<file path="src/rtl/ysyx_220053_fetch_unit.sv">
// ysyx_220053_fetch_unit
//   Instruction fetch front end. Requests sequential instruction words from
//   memory, pairs each in-order response with the PC it was issued for, and
//   buffers {pc, instr, err} in a small queue for the decoder. A credit rule
//   (queued + in flight < DEPTH) keeps the queue from overflowing. A redirect
//   flushes buffered state and discards every response still owed to
//   requests issued before it.
//
// Ports
//   clk, rst              : rising-edge clock, async active-high reset
//   req_valid_o/ready_i   : fetch request handshake, req_addr_o = fetch PC
//   rsp_valid_i           : in-order response (always accepted),
//                           rsp_data_i / rsp_err_i = word / access fault
//   out_valid_o/ready_i   : decode handshake, out_pc_o/out_instr_o/out_err_o
//   redirect_valid_i/pc_i : control-flow change to a new fetch address
module ysyx_220053_fetch_unit #(
    parameter int unsigned     XLEN     = 64,
    parameter logic [XLEN-1:0] RESET_PC = XLEN'(64'h8000_0000),
    parameter int unsigned     DEPTH    = 4
) (
    input  logic            clk,
    input  logic            rst,
    output logic            req_valid_o,
    input  logic            req_ready_i,
    output logic [XLEN-1:0] req_addr_o,
    input  logic            rsp_valid_i,
    input  logic [31:0]     rsp_data_i,
    input  logic            rsp_err_i,
    output logic            out_valid_o,
    input  logic            out_ready_i,
    output logic [XLEN-1:0] out_pc_o,
    output logic [31:0]     out_instr_o,
    output logic            out_err_o,
    input  logic            redirect_valid_i,
    input  logic [XLEN-1:0] redirect_pc_i
);

    localparam int unsigned PW = $clog2(DEPTH);
    localparam int unsigned CW = $clog2(DEPTH + 1);

    typedef struct packed {
        logic [XLEN-1:0] pc;
        logic [31:0]     instr;
        logic            err;
    } iq_ent_t;

    logic [XLEN-1:0]            fpc_q, fpc_d;
    logic [CW-1:0]              infl_q, infl_d;
    logic [CW-1:0]              drop_q, drop_d;
    logic [CW-1:0]              iq_cnt_q, iq_cnt_d;
    logic [PW-1:0]              iq_wr_q, iq_wr_d, iq_rd_q, iq_rd_d;
    logic [PW-1:0]              pf_wr_q, pf_wr_d, pf_rd_q, pf_rd_d;
    iq_ent_t [DEPTH-1:0]        iq_mem_q;
    logic [DEPTH-1:0][XLEN-1:0] pf_mem_q;

    logic [CW:0] occ;
    logic        req_fire, rsp_acc, rsp_keep, iq_push, iq_pop;
    logic        redir_lsb_unused;

    // Redirect targets are word aligned; the low bits are dropped.
    assign redir_lsb_unused = ^redirect_pc_i[1:0];

    always_comb begin
        occ         = {1'b0, iq_cnt_q} + {1'b0, infl_q};
        // Gate on rst directly so the request drops the moment reset rises.
        req_valid_o = ~rst & (occ < (CW+1)'(DEPTH));
        req_addr_o  = fpc_q;
        req_fire    = req_valid_o & req_ready_i;
        // A response with nothing outstanding is spurious and ignored.
        rsp_acc     = rsp_valid_i & (infl_q != '0);
        // Kept only if it belongs to a request issued after the last redirect.
        rsp_keep    = rsp_acc & (drop_q == '0) & ~redirect_valid_i;
        out_valid_o = (iq_cnt_q != '0);
        iq_push     = rsp_keep;
        iq_pop      = out_valid_o & out_ready_i & ~redirect_valid_i;

        out_pc_o    = out_valid_o ? iq_mem_q[iq_rd_q].pc    : '0;
        out_instr_o = out_valid_o ? iq_mem_q[iq_rd_q].instr : '0;
        out_err_o   = out_valid_o ? iq_mem_q[iq_rd_q].err   : 1'b0;

        infl_d = infl_q + CW'(req_fire) - CW'(rsp_acc);

        drop_d = drop_q;
        if (redirect_valid_i) begin
            // Everything still owed after this cycle, including a request
            // firing right now with the old PC, is stale.
            drop_d = infl_d;
        end else if (rsp_acc && drop_q != '0) begin
            drop_d = drop_q - CW'(1);
        end

        fpc_d = fpc_q;
        if (redirect_valid_i) begin
            fpc_d = {redirect_pc_i[XLEN-1:2], 2'b00};
        end else if (req_fire) begin
            fpc_d = fpc_q + XLEN'(4);
        end

        pf_wr_d  = pf_wr_q;
        pf_rd_d  = pf_rd_q;
        iq_wr_d  = iq_wr_q;
        iq_rd_d  = iq_rd_q;
        iq_cnt_d = iq_cnt_q;
        if (redirect_valid_i) begin
            pf_wr_d  = '0;
            pf_rd_d  = '0;
            iq_wr_d  = '0;
            iq_rd_d  = '0;
            iq_cnt_d = '0;
        end else begin
            if (req_fire) pf_wr_d = pf_wr_q + PW'(1);
            if (rsp_keep) pf_rd_d = pf_rd_q + PW'(1);
            if (iq_push)  iq_wr_d = iq_wr_q + PW'(1);
            if (iq_pop)   iq_rd_d = iq_rd_q + PW'(1);
            iq_cnt_d = iq_cnt_q + CW'(iq_push) - CW'(iq_pop);
        end
    end

    always_ff @(posedge clk or posedge rst) begin
        if (rst) begin
            fpc_q    <= RESET_PC;
            infl_q   <= '0;
            drop_q   <= '0;
            iq_cnt_q <= '0;
            iq_wr_q  <= '0;
            iq_rd_q  <= '0;
            pf_wr_q  <= '0;
            pf_rd_q  <= '0;
        end else begin
            fpc_q    <= fpc_d;
            infl_q   <= infl_d;
            drop_q   <= drop_d;
            iq_cnt_q <= iq_cnt_d;
            iq_wr_q  <= iq_wr_d;
            iq_rd_q  <= iq_rd_d;
            pf_wr_q  <= pf_wr_d;
            pf_rd_q  <= pf_rd_d;
        end
    end

    // Payload storage needs no reset: occupancy is tracked by the pointers
    // and outputs are masked while the queue is empty.
    always_ff @(posedge clk) begin
        if (req_fire && !redirect_valid_i) begin
            pf_mem_q[pf_wr_q] <= fpc_q;
        end
        if (iq_push) begin
            iq_mem_q[iq_wr_q] <= '{pc: pf_mem_q[pf_rd_q], instr: rsp_data_i, err: rsp_err_i};
        end
    end

endmodule

</file>
<file path="config.mk">
export PLATFORM = sky130hd
export DESIGN_NAME = ysyx_220053_fetch_unit
export DESIGN_NICKNAME = d
export VERILOG_FILES = /design/src/rtl/ysyx_220053_fetch_unit.sv
export SDC_FILE = /design/constraint.sdc
export NUM_CORES = 1
export LEC_CHECK = 0
export CAP_MARGIN = 40
export CORE_UTILIZATION = 57
export DETAILED_ROUTE_END_ITERATION = 10
export PLACE_DENSITY = 0.83
export SETUP_SLACK_MARGIN = 0.2
export SYNTH_ARGS = -nofsm -noshare
export SYNTH_HDL_FRONTEND = slang
export SYNTH_SLANG_ARGS = --single-unit
</file>
<file path="constraint.sdc">
create_clock -name clk -period 5.55 [get_ports clk]
set_input_delay 1.11 -clock clk [delete_from_list [all_inputs] [get_ports clk]]
set_output_delay 1.11 -clock clk [all_outputs]
set_load 0.02 [all_outputs]
</file>
==> impl_metrics.env <==
export IMPL_synth_compound_area_share_pct=2.03
export IMPL_wl_per_cell_um=26.6
export IMPL_fp_coreArea_sq_mm=0.0480
export IMPL_crit_path_end_kind="output pin"
export IMPL_dp_cells=2309
export IMPL_ios=266
export IMPL_synth_mux_area_share_pct=12.8
export IMPL_cts_setup_buffers=0
export IMPL_hold_depth=2
export IMPL_final_max_slew_viol_count=0
export IMPL_hold_viol=0
export IMPL_clk_path_buf_depth=3
export IMPL_fin_crit_sh_pct=78.3
export IMPL_required_ps=4440
export IMPL_critPathMaxStageDelay_ps=810
export IMPL_cts_resized_gates=0
export IMPL_syn_area_sq_mm=0.0280
export IMPL_htreeDepth=3
export IMPL_fmax_ghz=0.230
export IMPL_arrival_ps=3240
export IMPL_routabilityCongestion=0.834
export IMPL_tritoncts="built"
export IMPL_synth_seq_cells=707
export IMPL_final_setup_viol_count=0
export IMPL_grt_usage_pct=26.6
export IMPL_p_leak_nw=10.8
export IMPL_dieHeight_um=224
export IMPL_synthAdderAreaFrac_pct=0.903
export IMPL_ant_nets=0
export IMPL_wirelength_mm=64.8
export IMPL_place_hpwl_mm=38.5
export IMPL_synth_top_family_by_area="multiplexers"
export IMPL_skew_ps=28.4
export IMPL_root_buffer="clkbuf_16"
export IMPL_grt_pass1_wl_mm=97.7
export IMPL_multiInputGateArea_sq_mm=0.00678
export IMPL_viasPerCell=6.38
export IMPL_rsz0062_at_grt="no"
export IMPL_tightest_slew_ps=847
export IMPL_drv_cap=0
export IMPL_portBuffers=259
export IMPL_antenna_found_initial=0
export IMPL_r2r_end="req_addr_o[48]$_DFFE_PP0N_"
export IMPL_reg2reg_depth=6
export IMPL_clock_insertion_delay_worst_skew_ps=600
export IMPL_yosysUniqueCellTypes=43
export IMPL_start_util_pct=58.2
export IMPL_startpoint_type="flop"
export IMPL_globalRouteOverflowTotal=0
export IMPL_dieArea_sq_mm=0.0500
export IMPL_fin_nets=1888
export IMPL_dr_total_vias=15500
export IMPL_power_per_cell_area_mw_per_mm2=440
export IMPL_n_fill_cell=2839
export IMPL_crit_chain="buf_4 > mux4_2 > and2_1 > clkdlybuf4s50_1"
export IMPL_std_cell_rows=80
export IMPL_fp_dieW_um=224
export IMPL_finish_utilization_pct=70.1
export IMPL_antennaDiodeCount=0
export IMPL_synth_xor_area_share_pct=1.35
export IMPL_r2r_setup_slack_ps=2010
export IMPL_stdcell_count=2438
export IMPL_synth_cells=1481
export IMPL_critPathMaxFanout=28
export IMPL_grt_max_degree=81
export IMPL_setup_worst_path_class="reg -> out"
export IMPL_dr_pass1_iters=5
export IMPL_cts_sinks=707
export IMPL_register_area_sq_mm=0.0208
export IMPL_syn_avg_cell_area_sq_um=18.9
export IMPL_slew_headroom_pct=43.5
export IMPL_synth_seq_area_share_pct=74.5
export IMPL_fin_crit_ps=4350
export IMPL_min_delay_start="drop_q[1]$_DFFE_PP0P_"
export IMPL_grt_pass1_vias=16000
export IMPL_syn2layout_area_growth_pct=20.4
export IMPL_vdd_drop_max_mv=0.236
export IMPL_min_to="drop_q[1]$_DFFE_PP0P_"
export IMPL_slowest_stage="dfrtp_4"
export IMPL_status="finished, final reports clean"
export IMPL_drive_above_1_share_pct=16.9
export IMPL_reg2reg_from="req_addr_o[3]$_DFFE_PP0N_"
export IMPL_cts_hold_buf=0
export IMPL_ys_warn_count=0
export IMPL_drt_initial_drc_count=1668
export IMPL_clk_pin_slew_ps=60
export IMPL_cts_buffers_inserted=70
export IMPL_finalSetupTns_ps=0
export IMPL_min_path_type="reg -> reg"
export IMPL_drc=0
export IMPL_synthSimpleGateAreaFrac_pct=7.07
[cells by family (layout without fill, tap and decap cells)]
family	after synthesis	count (layout)
XOR/XNOR	43	43
other	1	4
adder cells (fa/ha/maj)	19	19
AO/OA/AOI/OAI	95	95
flip-flops	707	707
buffers and inverters	99	438
AND/OR/NAND/NOR	357	357
multiplexers	160	160
[layout make-up]
type	count	area share (%)
Tap cell	615	2.28
Multi-Input combinational cell	678	20.1
Inverter	21	0.238
Clock buffer	98	5.94
Sequential cell	707	61.9
Timing Repair Buffer	288	8.73
Clock inverter	31	0.769
[cells in the mapped netlist (all sizes together)]
| library cell | count | share of area [%] |
|---|---|---|
| edfxtp | 628 | 67 |
| mux4 | 157 | 13 |
| and2 | 102 | 2.3 |
| dfrtp | 78 | 7.0 |
| nand2 | 64 | 0.86 |
| clkbuf | 52 | 0.70 |
| nor2 | 45 | 0.60 |
| o21ai | 45 | 0.81 |
| nand3 | 34 | 0.61 |
| buf | 26 | 0.42 |
| nand4 | 26 | 0.60 |
| a31oi | 25 | 0.56 |
| or4 | 22 | 0.60 |
| xnor2 | 22 | 0.69 |
| inv | 21 | 0.28 |
| xor2 | 21 | 0.66 |
| ha | 17 | 0.76 |
| and3 | 16 | 0.36 |
| o31ai | 15 | 0.40 |
| or3 | 15 | 0.34 |
| nor3 | 9 | 0.16 |
| and4 | 8 | 0.25 |
| nor4 | 7 | 0.16 |
| o211ai | 4 | 0.11 |
| or2 | 3 | 0.067 |
| or4b | 3 | 0.11 |
| a21oi | 2 | 0.036 |
| fa | 2 | 0.14 |
| mux2i | 2 | 0.072 |
| nor2b | 2 | 0.045 |
| o311ai | 2 | 0.063 |
| a22oi | 1 | 0.027 |
| conb | 1 | 0.013 |
| dfstp | 1 | 0.094 |
| mux2 | 1 | 0.040 |
| nor3b | 1 | 0.027 |
| o41ai | 1 | 0.031 |
[how the worst max path moves through the flow]
| stage | startpoint | endpoint | slack (ps) | cells past startpoint |
|---|---|---|---|---|
| 2_1_floorplan | rsp_valid_i | iq_mem_q[0]$_DFFE_PP_ | 860 | 3 |
| 3_3_place_gp | rst | drop_q[2]$_DFFE_PP0P_ | 1390 | 14 |
| 3_5_place_dp | rst | drop_q[2]$_DFFE_PP0P_ | 1320 | 14 |
| 4_1_cts | iq_rd_q[0]$_DFFE_PP0P_ | out_pc_o[11] | 1120 | 4 |
| 5_1_grt | iq_rd_q[0]$_DFFE_PP0P_ | out_pc_o[2] | 1030 | 4 |
| 6_report | iq_rd_q[0]$_DFFE_PP0P_ | out_pc_o[51] | 1200 | 4 |
[metrics by stage]
stage	hold WS (ps)	power (mW)	worst slack, ps	instance area, sq um
6_report	564	14.8	1200	33700
4_1_cts	561	14.9	1120	33700
2_1_floorplan	493	8.62	858	28000
3_3_place_gp	527	10.2	1390	31400
3_5_place_dp	547	10.3	1320	31400
5_1_grt	587	15.3	1030	33700
[where the power goes]
part / switching [mW] / internal [mW] / total [mW]
Clock: 1.93 / 2.71 / 4.64
Combinational: 1.94 / 1.74 / 3.68
Sequential: 0.317 / 6.17 / 6.49
[placed cells by master (no fill, tap or decap), types with 14 or more instances in the layout]
master,Yosys,final
clkbuf_1,52,18
buf_4,5,18
dfrtp_1,78,74
a31oi_1,25,25
inv_1,21,19
mux4_2,157,157
and2_1,101,101
xor2_1,21,21
xnor2_1,22,22
nor2_1,45,45
nand4_1,25,25
edfxtp_1,628,628
or4_1,21,21
nand2_1,64,64
clkbuf_16,0,74
clkdlybuf4s50_1,0,258
ha_1,17,17
nand3_1,34,34
o31ai_1,15,15
or3_1,15,14
o21ai_0,45,45
[layer usage]
layer,part of all wire (%),track usage [%]
met1,39,35.9
met3,8.0,4.66
met2,50,42.8
met4,3.9,12.1
met5,0,0
[flip-flops by register name, indices dropped and copies added (netlist names)]
register,flops
iq_wr_q,2
iq_cnt_q,3
iq_rd_q,2
drop_q,3
infl_q,3
pf_mem_q,248
pf_rd_q,2
pf_wr_q,2
req_addr_o,62
iq_mem_q,380
[worst max-delay path, delay by kind of cell, from the launching register on]
family        cells  cell delay (ps)
flops             1              810
buf+inv           2             1000
simple gates      1              220
mux               1              570
(Power assumes the default switching activity.)
